===== config.mk =====
export PLATFORM = sky130hd
export DESIGN_NAME = vending_machine
export DESIGN_NICKNAME = d
export VERILOG_FILES = /design/src/rtl/vending_machine.sv
export SDC_FILE = /design/constraint.sdc
export NUM_CORES = 1
export LEC_CHECK = 0
export BUFFER_PORTS_ARGS = -buffer_cell sky130_fd_sc_hd__buf_2
export CAP_MARGIN = 0
export CORE_ASPECT_RATIO = 1.4
export CORE_MARGIN = 5
export CORE_UTILIZATION = 45
export CTS_BUF_LIST = sky130_fd_sc_hd__clkbuf_2
export CTS_CLUSTER_DIAMETER = 150
export DETAILED_ROUTE_END_ITERATION = 10
export PLACE_DENSITY = 0.64
export SLEW_MARGIN = 20
export SYNTH_ARGS = -nofsm -noshare
export SYNTH_HDL_FRONTEND = slang
export SYNTH_SLANG_ARGS = --single-unit
export TNS_END_PERCENT = 1

===== constraint.sdc =====
create_clock -name clk -period 16.72 [get_ports clk]
set_input_delay 1.672 -clock clk [delete_from_list [all_inputs] [get_ports clk]]
set_output_delay 1.672 -clock clk [all_outputs]
set_load 0.1 [all_outputs]

===== src/rtl/vending_machine.sv =====
// Eight-slot vending controller: coin or card payment, price and stock checks,
// dispense pulse, and greedy quarter/dime/nickel change breakdown.
module vending_machine (
    input  logic        clk,
    input  logic        rst,
    input  logic [3:0]  index,
    input  logic        paymentMethod,
    input  logic [8:0]  creditBalance,
    input  logic        nickel,
    input  logic        dime,
    input  logic        quarter,
    input  logic        dollar,
    input  logic [63:0] cost,
    input  logic        cancel,
    input  logic [23:0] currentInventory,
    output logic        dispensed,
    output logic [8:0]  change,
    output logic [4:0]  quart,
    output logic [4:0]  dim,
    output logic [4:0]  nick
);

    typedef enum logic [1:0] {
        ACT_IDLE,
        ACT_COIN_SALE,
        ACT_CARD_SALE,
        ACT_REFUND
    } action_e;

    localparam logic [9:0] CREDIT_LIMIT = 10'd500;

    logic [7:0][2:0] stock;
    logic [8:0]      credit;
    logic            armed;
    logic [3:0]      prev_index;
    logic            prev_method;

    logic [7:0][7:0] price_tab;
    logic [2:0]      slot;
    logic [7:0]      price;
    logic            sellable;
    logic            selection_changed;
    logic            sale;
    logic [9:0]      coin_add;
    logic [9:0]      coin_total;
    action_e         action;
    logic [8:0]      credit_next;
    logic [8:0]      change_next;
    logic [8:0]      change_rem;

    assign price_tab = cost;
    assign slot      = index[2:0];
    assign price     = price_tab[slot];
    assign sellable  = !index[3] && (stock[slot] != 3'd0) && (price != 8'd0);

    assign selection_changed = (index != prev_index) || (paymentMethod != prev_method);

    assign coin_add   = (nickel  ? 10'd5   : 10'd0) + (dime   ? 10'd10  : 10'd0)
                      + (quarter ? 10'd25  : 10'd0) + (dollar ? 10'd100 : 10'd0);
    assign coin_total = {1'b0, credit} + coin_add;

    assign sale = (action == ACT_COIN_SALE) || (action == ACT_CARD_SALE);

    // NOTE: every signal driven here gets a default first, so no path leaves one unassigned and no latch is inferred.
    always_comb begin
        action      = ACT_IDLE;
        credit_next = credit;
        change_next = change;

        // A sale outranks a refund; card mode never touches coin credit.
        if (paymentMethod) begin
            if (armed && sellable && (creditBalance >= {1'b0, price}))
                action = ACT_CARD_SALE;
        end else if (sellable && (credit >= {1'b0, price})) begin
            action = ACT_COIN_SALE;
        end else if (cancel && (credit != 9'd0)) begin
            action = ACT_REFUND;
        end

        unique case (action)
            ACT_COIN_SALE: begin
                change_next = credit - {1'b0, price};
                credit_next = 9'd0;
            end
            ACT_CARD_SALE: begin
                change_next = 9'd0;
            end
            ACT_REFUND: begin
                change_next = credit;
                credit_next = 9'd0;
            end
            default: begin
                // Coins that would push credit past the limit are rejected as a group.
                if (!paymentMethod && (coin_total <= CREDIT_LIMIT))
                    credit_next = coin_total[8:0];
            end
        endcase

        change_rem = change_next % 9'd25;
    end

    // NOTE: sequential state uses non-blocking assignments so all registers update together on the edge.
    always_ff @(posedge clk) begin
        if (!rst) begin
            // NOTE: the stock table is a small register file that is deliberately reloaded on reset from the inventory bus.
            stock       <= currentInventory;
            credit      <= 9'd0;
            armed       <= 1'b1;
            prev_index  <= index;
            prev_method <= paymentMethod;
            dispensed   <= 1'b0;
            change      <= 9'd0;
            quart       <= 5'd0;
            dim         <= 5'd0;
            nick        <= 5'd0;
        end else begin
            credit      <= credit_next;
            prev_index  <= index;
            prev_method <= paymentMethod;
            dispensed   <= sale;

            if (sale) begin
                armed       <= 1'b0;
                stock[slot] <= stock[slot] - 3'd1;
            end else if (selection_changed) begin
                armed <= 1'b1;
            end

            if (action != ACT_IDLE) begin
                change <= change_next;
                quart  <= 5'(change_next / 9'd25);
                dim    <= 5'(change_rem / 9'd10);
                nick   <= 5'((change_rem % 9'd10) / 9'd5);
            end
        end
    end

endmodule


=== Yosys cells after proc, flatten, opt, wreduce, memory -nomap -nowiden ===
Index checks and enable logic that the tools add are counted.
Widths: inputs -> output; s select.

* Flip-flop bits (word level): 64
* Input bits: 109
* Output and inout bits: 25

* Add/subtract/negate cells: 6
* Divide/modulo/power cells: 5
* Magnitude comparators: 5
* Equal/unequal tests: 6
* Muxes and demuxes: 22
* Bitwise gates (word level): 1
* Reduce and logical (&&, ||, !) cells: 20

{| class="wikitable"
|+ Operators with widths
! cell !! number
|-
| $mux 24 || 2
|-
| $pmux 9 s3 || 1
|-
| $bmux 8 s3 || 1
|-
| $bwmux 24 || 1
|-
| $ge 9x8->1 || 2
|-
| $pmux 9 s2 || 1
|-
| $add 9x8->10 || 1
|-
| $le 10x9->1 const B || 1
|-
| $bmux 3 s3 || 1
|-
| $demux 3 s3 || 1
|-
| $div 9x3->9 const B || 1
|-
| $div 9x4->9 const B || 1
|-
| $div 9x5->9 const B || 1
|-
| $mod 9x4->9 const B || 1
|-
| $mod 9x5->9 const B || 1
|-
| $mux 3 || 3
|-
| $mux 9 || 1
|-
| $reduce_bool 9->1 || 1
|-
| $sub 9x8->9 || 1
|-
| $add 6x7->8 || 1
|-
| $logic_and 1x1->1 || 8
|-
| $mux 2 || 4
|-
| $mux 8 || 1
|-
| $reduce_bool 8->1 || 1
|-
| other kinds (21) || 27
|}

=== Depth between registers and ports, before layout ===
Gate-level depths: netlist of run 1.

* Word-level depth: 14
* Mapped depth: 56

=== Worst setup path after synthesis of run 1 ===
OpenSTA, ideal clock, no wires.

* Kind: input to register
* Start point: in index[1]
* End point: reg nick[0]
* Setup time: 0.128 ns
* Arrival: 12.069 ns
* Data required time: 16.592 ns
* Slack: 4.522 ns
* Stages: 51
* Path buffers: 5
* Cell sequence: buf_2 buf_1 mux2_2 a21oi_1 o21ai_0 a221oi_1 ha_1 a21oi_1 o21a_2 a21o_1 buf_2 a211oi_2 clkbuf_1 a211oi_1 o22ai_1 ha_1 nand3_1 o311a_4 [... 15 more ...] inv_1 ha_1 inv_1 nand2_1 o211a_1 o31ai_1 nand2_1 ha_1 inv_1 nor2_1 o41ai_1 o21ai_1 o21ai_2 ha_1 o21ai_0 o221ai_1 a311oi_1 a31oi_1

* Cells in the longest elaborated chain, start to end: 14
* Elaborated cells on any way between the ends: 25
* Those cells by class: add/sub (1); div (3); order compare (2); eq/ne (3); mux (8); reduce/logical (8)

{| class="wikitable"
|+ RTL lines
! element !! RTL line !! source
|-
| start: declaration || 6 || <nowiki>input logic [3:0] index,</nowiki>
|-
| branches (longest 14 deep; another with $ge 9x8->1) || - ||
|-
| end signal: assignment || 133 || <nowiki>nick <= 5'((change_rem % 9'd10) / 9'd5);</nowiki>
|-
| end: declaration || 20 || <nowiki>output logic [4:0] nick</nowiki>
|}

Parallel ways; which one is timed is not known. The select of a mux whose other input is x is not followed.
A chain may end at the register's enable or synchronous reset.

=== Final worst setup path of run 1 ===
* Start point: in index[0]
* End point: reg nick[0]

The elaborated chain is that of the path after synthesis.

==> results of run 1 <==
==> registers in the layout (all words and copies together) (netlist names) <==
name and cells:
change 9, credit 9, quart 5, stock 24
prev_index 4, nick 5, prev_method 1, dim 5
armed 1, dispensed 1
==> final cells by class <==
type,count,share of cell area (%)
Multi-Input combinational cell,727,66.45
Sequential cell,64,18.50
Timing Repair Buffer,140,8.733
Tap cell,199,3.028
Inverter,42,1.917
Clock inverter,6,0.7303
Clock buffer,10,0.6085
Antenna cell,1,0.03043
==> path summary, 6_finish.rpt <==
check	from	end	slack (ns)
worst max register to register	stock[9]	nick[0]	4.88
worst min register to register	quart[4]	quart[4]	0.46
worst max-delay path	index[0]	nick[0]	2.59
worst min-delay path	quart[4]	quart[4]	0.46
==> logic make-up (layout without fill, tap and decap cells) <==
logic type / count (synthesis) / count (layout)
compound gates: 306 / 306
buf+inv: 90 / 198
mux: 42 / 42
xor+xnor: 33 / 33
fa+ha+maj: 47 / 47
flops: 64 / 64
other cells: 0 / 1
simple gates: 299 / 299
==> worst max-delay path, delay by kind of cell <==
family          cells  cell delay [ns]
simple gates       11             1.67
compound gates     26             7.49
buf+inv             4             0.99
mux                 2             1.00
fa+ha+maj           6             1.70
==> per-stage QoR <==
step / std cells / util, % / setup slack, ns
2_1_floorplan: 881 / - / 4.522
3_3_place_gp: 1172 / 50.05 / 2.235
3_5_place_dp: 1172 / 50.05 / 1.901
4_1_cts: 1188 / 50.73 / 2.500
5_1_grt: 1189 / 50.85 / 1.460
6_report: 1189 / 50.85 / 2.591
==> metal layers <==
metal	wire length [um]	GRT usage, %	part of all wire, %
met1	9163	26.48	39
met2	11980	43.29	52
met3	1463	4.694	6.3
met4	630	7.981	2.7
met5	0	0	0
==> placed cells by master, fill, tap and decap left out, types with 23 or more instances in the layout <==
master	synthesis	final
a21oi_1	64	64
buf_2	13	133
dfxtp_1	40	40
edfxtp_1	24	24
ha_1	41	41
inv_1	41	41
nand2_1	63	63
nand3_1	23	23
nor2_1	71	71
nor3_1	30	30
o21ai_0	61	61
xnor2_1	24	24
==> metrics.log, run 1 <==
INFO  metric cts_tree = built
INFO  metric cts.root.buffer_cell = clkbuf_2
INFO  metric flip_flop_and_latch_count_after_synthesis = 64
INFO  metric syn-mean-instance-area = between 8 and 9 sq um
INFO  metric placementRows = 55
INFO  metric drv_slew = 0
INFO  metric grt_start_max_net_pins = 43
INFO  metric hold_buffers = 0
INFO  metric status = finished, final reports clean
INFO  metric critical_path_arrival = 14.56 ns
INFO  metric synth.area.top_cells = dfxtp_1, edfxtp_1, ha_1
INFO  metric start_util = between 40% and 50%
INFO  metric setup_tns = 0 ns
INFO  metric ys_types = 107
INFO  metric period_share = 84.50%
INFO  metric die_area = 0.01908 sq mm
INFO  metric synth_enable_flop_cells = 24
INFO  metric postCtsResizedCells = 0
INFO  metric first_global_vias = 7182
INFO  metric startpoint_type = primary input
INFO  metric final.setup_skew = 0.04387 ns
INFO  metric detailedRoute.firstPassIterationCount = 5
INFO  metric routed-via-count = 7476
INFO  metric clkSinkCount = 64
INFO  metric multi_input_combinational_cell_area = 0.005465 sq mm
INFO  metric drt.antenna.violating_nets = 0
INFO  metric syn_nets = 1036
INFO  metric detail_route.iter0.violations = 467
INFO  metric main_combinational_cell_family_by_area_after_synthesis = compound AO/OA/AOI/OAI gates
INFO  metric hpwl_after_detailed_placement = 18.20 mm
INFO  metric area_taken_by_flip_flops_and_latches = 0.001521 sq mm
INFO  metric filler_cell_count = 1588
INFO  metric cpMaxStageDelayCell = buf_2
INFO  metric gp_routability_congestion = 0.9203
INFO  metric wl_per_cell = 19.54 um
INFO  metric grt_pass1_wl = 36.97 mm
INFO  metric ios = 134
INFO  metric ys_dominant_reg_cell = dfxtp_1
INFO  metric synthDominantAreaCellType = dfxtp_1
INFO  metric synthToLayoutAreaGrowth = 11.52%
INFO  metric synthSimpleGateAreaFrac = 21.07%
INFO  metric netlist_top_cells_count = nor2_1, a21oi_1, nand2_1
INFO  metric path_class = primary input to register
INFO  metric postSynth.asyncResetShare = 0%
INFO  metric ys_seq_area_share = between 20% and 30%
INFO  metric syn_area = 0.007375 sq mm
INFO  metric clkTransAtPathRegs = ~0.18 ns
INFO  metric number_of_antenna_violations_at_the_first_check_in_global_routing = 1
INFO  metric post-synth-top-count-cell = nor2_1
INFO  metric final_period_minus_worst_setup_slack = 14.13 ns
INFO  metric number_of_buffers_added_for_setup_after_cts = 0
INFO  metric final-hold-violation-count = 0
INFO  metric portion_of_netlist_area_occupied_by_mux_cells = around a tenth
INFO  metric place.port_buffers = approximately 130
INFO  metric worst_hold_path_type = register to register
INFO  metric remaining_drc_errors = 0
INFO  metric grt_remaining_overflow = 0
INFO  metric max_freq = 70.78 MHz
INFO  metric clockBufferDepth = 2
INFO  metric worst_r2r_path_depth = 49
INFO  metric rsz0062_at_grt = no
INFO  metric width_of_the_die = 118.2 um
INFO  metric grtUsageTotal = between 20% and 30%
INFO  metric required = 17.15 ns
INFO  metric fp.coreArea = 0.01617 sq mm
INFO  metric cpPeakStageDelay = approximately 0.72 ns
INFO  metric insertion_delay = 0.54 ns
INFO  metric yosys_warnings = 0
INFO  metric final_area = 0.008224 sq mm
INFO  metric critical_path.max_fanout = 42
INFO  metric finalSetupViolCount = 0
INFO  metric drt_wirelength = 23.23 mm
INFO  metric synth_compound_area_share = between 30% and 40%
INFO  metric adder_cell_fraction_of_synth_area = 8.449%
INFO  metric netlist_instances = a little under 900
INFO  metric cts_buffers = 9
INFO  metric crit_path_frequent_cell = ha_1
INFO  metric routed_via_density = 6.288
INFO  metric timing_worst_slew_pin_value = 1.059 ns
INFO  metric whs_path_depth = 2
INFO  metric slew-limit-headroom = 29.11%
INFO  metric maxCapViolations = 0
INFO  metric final_nets = roughly 1100
INFO  metric layout-drive-gt1-share = 21.84%
INFO  metric dpl_cell_area = 0.008094 sq mm
INFO  metric synthDominantCellAreaShare = 10.86%
INFO  metric synth_xor_xnor_area_share = 4.021%
INFO  metric critical_path.endpoint_type = register
INFO  metric cts.htree.levels = 3
INFO  metric die_y = 161.5 um
INFO  metric final.hold.worst_slack = approximately 0.46 ns
Power of run 1 is left out: the tool's default activity adds up to more than one toggle a clock period on the data nets, which glitch-free logic cannot reach.
==> inputs of run 2 (changes only) <==
--- a/config.mk
+++ b/config.mk
@@ -5,6 +5,7 @@
 export SDC_FILE = /design/constraint.sdc
 export NUM_CORES = 1
 export LEC_CHECK = 0
+export ABC_AREA = 1
 export BUFFER_PORTS_ARGS = -buffer_cell sky130_fd_sc_hd__buf_2
 export CAP_MARGIN = 0
 export CORE_ASPECT_RATIO = 1.4
@@ -13,7 +14,7 @@
 export CTS_BUF_LIST = sky130_fd_sc_hd__clkbuf_2
 export CTS_CLUSTER_DIAMETER = 150
 export DETAILED_ROUTE_END_ITERATION = 10
-export PLACE_DENSITY = 0.64
+export PLACE_DENSITY = 0.66
 export SLEW_MARGIN = 20
 export SYNTH_ARGS = -nofsm -noshare
 export SYNTH_HDL_FRONTEND = slang
==> constraint.sdc (replaced) <==
create_clock -name clk -period 12.12 [get_ports clk]
set_input_delay 1.212 -clock clk [delete_from_list [all_inputs] [get_ports clk]]
set_output_delay 1.212 -clock clk [all_outputs]
set_load 0.1 [all_outputs]
==> metrics.log, run 2 <==
INFO  metric crit_path_frequent_cell = nand2_1
INFO  metric adder_cell_fraction_of_synth_area = 8.488% (+0.039 points)
INFO  metric post-synth-top-count-cell = nand2_1
INFO  metric drt.antenna.violating_nets = 0 (unchanged)
INFO  metric place.port_buffers = 133 (unchanged)
INFO  metric drt_wirelength = 19.42 mm (-16%)
INFO  metric routed-via-count = 7184 (-3.9%)
INFO  metric cts_buffers = 9 (unchanged)
INFO  metric gp_routability_congestion = 0.9476 (+3.0%)
INFO  metric placed_cells_incl_taps = 1412 (+20%)
INFO  metric final.hold.worst_slack = 0.5216 ns (+0.05730 ns)
INFO  metric ys_seq_area_share = 21.06% (+0.43 points)
INFO  metric synthToLayoutAreaGrowth = 12.32%
INFO  metric first_global_vias = 6787 (-5.5%)
INFO  metric layout-drive-gt1-share = 24.11% (+2.3 points)
INFO  metric cts_tree = built
INFO  metric cts.htree.levels = 3 (unchanged)
INFO  metric cpPeakStageDelay = 0.35 ns (-0.37 ns)
INFO  metric critical_path.endpoint_type = register
INFO  metric number_of_buffers_added_for_setup_after_cts = 0 (unchanged)
INFO  metric synth.area.top_cells = nand2_1, dfxtp_1, edfxtp_1
INFO  metric critical_path_arrival = 11.37 ns (-3.19 ns)
INFO  metric synthDominantAreaCellType = nand2_1
INFO  metric r2r_start = stock[12]
INFO  metric ys_dominant_reg_cell = dfxtp_1
INFO  metric final.setup_skew = 0.02823 ns (-0.01564 ns)
INFO  metric number_of_antenna_violations_at_the_first_check_in_global_routing = 1 (unchanged)
INFO  metric insertion_delay = 0.55 ns (about the same)
INFO  metric netlist_instances = 1105 (+25%)
INFO  metric hpwl_after_detailed_placement = 15.78 mm (-13%)
INFO  metric final_period_minus_worst_setup_slack = 10.86 ns
INFO  metric largest_register_ff_count = 24 (unchanged)
INFO  metric required = 12.63 ns (-4.52 ns)
INFO  metric path_class = primary input to register
INFO  metric portion_of_netlist_area_occupied_by_mux_cells = 0% (-9.5 points)
INFO  metric routed_via_density = 5.027 (-20%)
INFO  metric slew-limit-headroom = 49.39% (+20 points)
INFO  metric cpMaxStageDelayCell = nor2_1
INFO  metric synthDominantCellAreaShare = 16.06% (+5.2 points)
INFO  metric ys_types = 56 (-48%)
INFO  metric main_combinational_cell_family_by_area_after_synthesis = simple AND/OR/NAND/NOR gates
INFO  metric critical_path.max_fanout = 41 (-2.4%)
INFO  metric timing_worst_slew_pin_value = 0.7537 ns (-0.3056 ns)
INFO  metric synth_compound_area_share = 10.51% (-20 points)
INFO  metric placementRows = 54 (-1.8%)
INFO  metric period_share = 89.62%
INFO  metric maxCapViolations = 0 (unchanged)
INFO  metric wl_per_cell = 13.59 um (-30%)
INFO  metric detail_route.iter0.violations = 321 (-31%)
INFO  metric max_freq = 92.07 MHz
INFO  metric synth_enable_flop_cells = 24 (unchanged)
INFO  metric grt_start_max_net_pins = 51 (+19%)
INFO  metric setup_tns = 0 ns (unchanged)
INFO  metric postCtsResizedCells = 0 (unchanged)
INFO  metric synth_xor_xnor_area_share = 2.668% (-1.4 points)
INFO  metric layout_commonest_cell = nand2_1
INFO  metric syn-mean-instance-area = 6.537 sq um (-22%)
INFO  metric clkSinkCount = 64 (unchanged)
INFO  metric cts.root.buffer_cell = clkbuf_2
INFO  metric grtUsageTotal = 20.42% (-3.0 points)
INFO  metric instances_no_fill = 1429 (+20%)
INFO  metric clkTransAtPathRegs = 0.22 ns (+0.04 ns)
INFO  metric start_util = 46.08% (+0.48 points)
INFO  metric regMostFlops = stock
INFO  metric ios = 134 (unchanged)
INFO  metric postSynth.asyncResetShare = 0% (unchanged)
INFO  metric die_y = 159.9 um (-0.97%)
INFO  metric clockBufferDepth = 2 (unchanged)
INFO  metric hold_path.startpoint = quart[4]
INFO  metric detailedRoute.firstPassIterationCount = 5 (unchanged)
INFO  metric layout_common_cells = nand2_1, inv_1, buf_2, nand3_1, nor2_1
INFO  metric grt_remaining_overflow = 0 (unchanged)
INFO  metric status = finished, final reports clean
INFO  metric die_area = 0.01872 sq mm (-1.9%)
INFO  metric rsz0062_at_grt = no
INFO  metric flip_flop_and_latch_count_after_synthesis = 64 (unchanged)
INFO  metric hold_buffers = 0 (unchanged)
INFO  metric final_nets = 1382 (+21%)
INFO  metric synthSimpleGateAreaFrac = 44.45% (+23 points)
INFO  metric grt_pass1_wl = 31.37 mm (-15%)
INFO  metric syn_nets = 1260 (+22%)
INFO  metric syn_area = 0.007223 sq mm (-2.1%)
INFO  metric filler_cell_count = 1612 (+1.5%)
INFO  metric netlist_top_cells_count = nand2_1, inv_1, nand3_1
INFO  metric worst_hold_path_type = register to register
INFO  metric yosys_warnings = 0 (unchanged)
INFO  metric final-hold-violation-count = 0 (unchanged)
INFO  metric fp.coreArea = 0.01568 sq mm (-3.1%)
INFO  metric critPathLaunch = index[0]
INFO  metric width_of_the_die = 117.1 um (-0.94%)
INFO  metric startpoint_type = primary input
INFO  metric biggestRegsByFlops = stock x24, change x9, credit x9
INFO  metric finalSetupViolCount = 0 (unchanged)
INFO  metric r2r_setup_slack = 2.43 ns (-2.45 ns)
INFO  metric remaining_drc_errors = 0 (unchanged)
INFO  metric drv_slew = 0 (unchanged)
## run 2: cell types whose count changed after synthesis, moves of 17 or more
cell	change
inv_1	+127
nor3_1	-26
nand2_4	+18
nand2_2	+39
nand2_1	+246
xnor2_1	-18
a21oi_1	-44
nand2b_1	-17
nand3_1	+67
inv_2	+23
mux2i_1	-19
## run 2: cell type report
| cell class | count | area (sq um) | area share [%] |
|---|---|---|---|
| Multi-Input combinational cell | 822 | 4776 | 58.87 |
| Sequential cell | 64 | 1521 | 18.75 |
| Inverter | 194 | 734.5 | 9.053 |
| Timing Repair Buffer | 136 | 688.2 | 8.482 |
| Tap cell | 196 | 245.2 | 3.023 |
| Clock inverter | 7 | 100.1 | 1.234 |
| Clock buffer | 9 | 45.04 | 0.5552 |
| Antenna cell | 1 | 2.502 | 0.03085 |
## run 2: metrics by stage
| step | worst slack, ns | instance area (sq um) | utilization [%] |
|---|---|---|---|
| 6_report | 1.258 | 8113 | 51.76 |
| 3_3_place_gp | 0.8908 | 7965 | 50.81 |
| 3_5_place_dp | 0.6763 | 7965 | 50.81 |
| 2_1_floorplan | 2.554 | 7223 | - |
| 5_1_grt | 0.08438 | 8113 | 51.76 |
| 4_1_cts | 1.288 | 8110 | 51.74 |
## run 2: cells by family (layout without fill, tap and decap cells)
family | after synthesis | in the layout
flops | 64 | 64
xor+xnor | 22 | 22
other cells | 0 | 1
fa+ha+maj | 46 | 46
compound gates | 126 | 126
simple gates | 628 | 628
buf+inv | 219 | 346
## run 2: path summary, 6_finish.rpt
path | endpoint | depth (start not counted)
max | nick[0] | 80
min | quart[4] | 2
max reg2reg | nick[0] | 77
min reg2reg | quart[4] | 2
## run 2: worst max-delay path: cells and delay by family
family,cells,cell delay (ns)
adders and majority gates,6,1.14
buffers and inverters,13,1.85
AOI/OAI and AO/OA,7,1.13
and+or+nand+nor,54,5.99
## run 2: metal layers
metal | wire length (um) | global-route usage (%) | up-vias | share of wire, %
li1 | - | - | 3785 | -
met1 | 7952 | 24.28 | 3201 | 41
met2 | 10050 | 37.49 | 176 | 52
met3 | 1089 | 2.045 | 22 | 5.6
met4 | 322 | 6.521 | 0 | 1.7
met5 | 0 | 0 | - | 0
Power of run 2 is left out for the same reason.
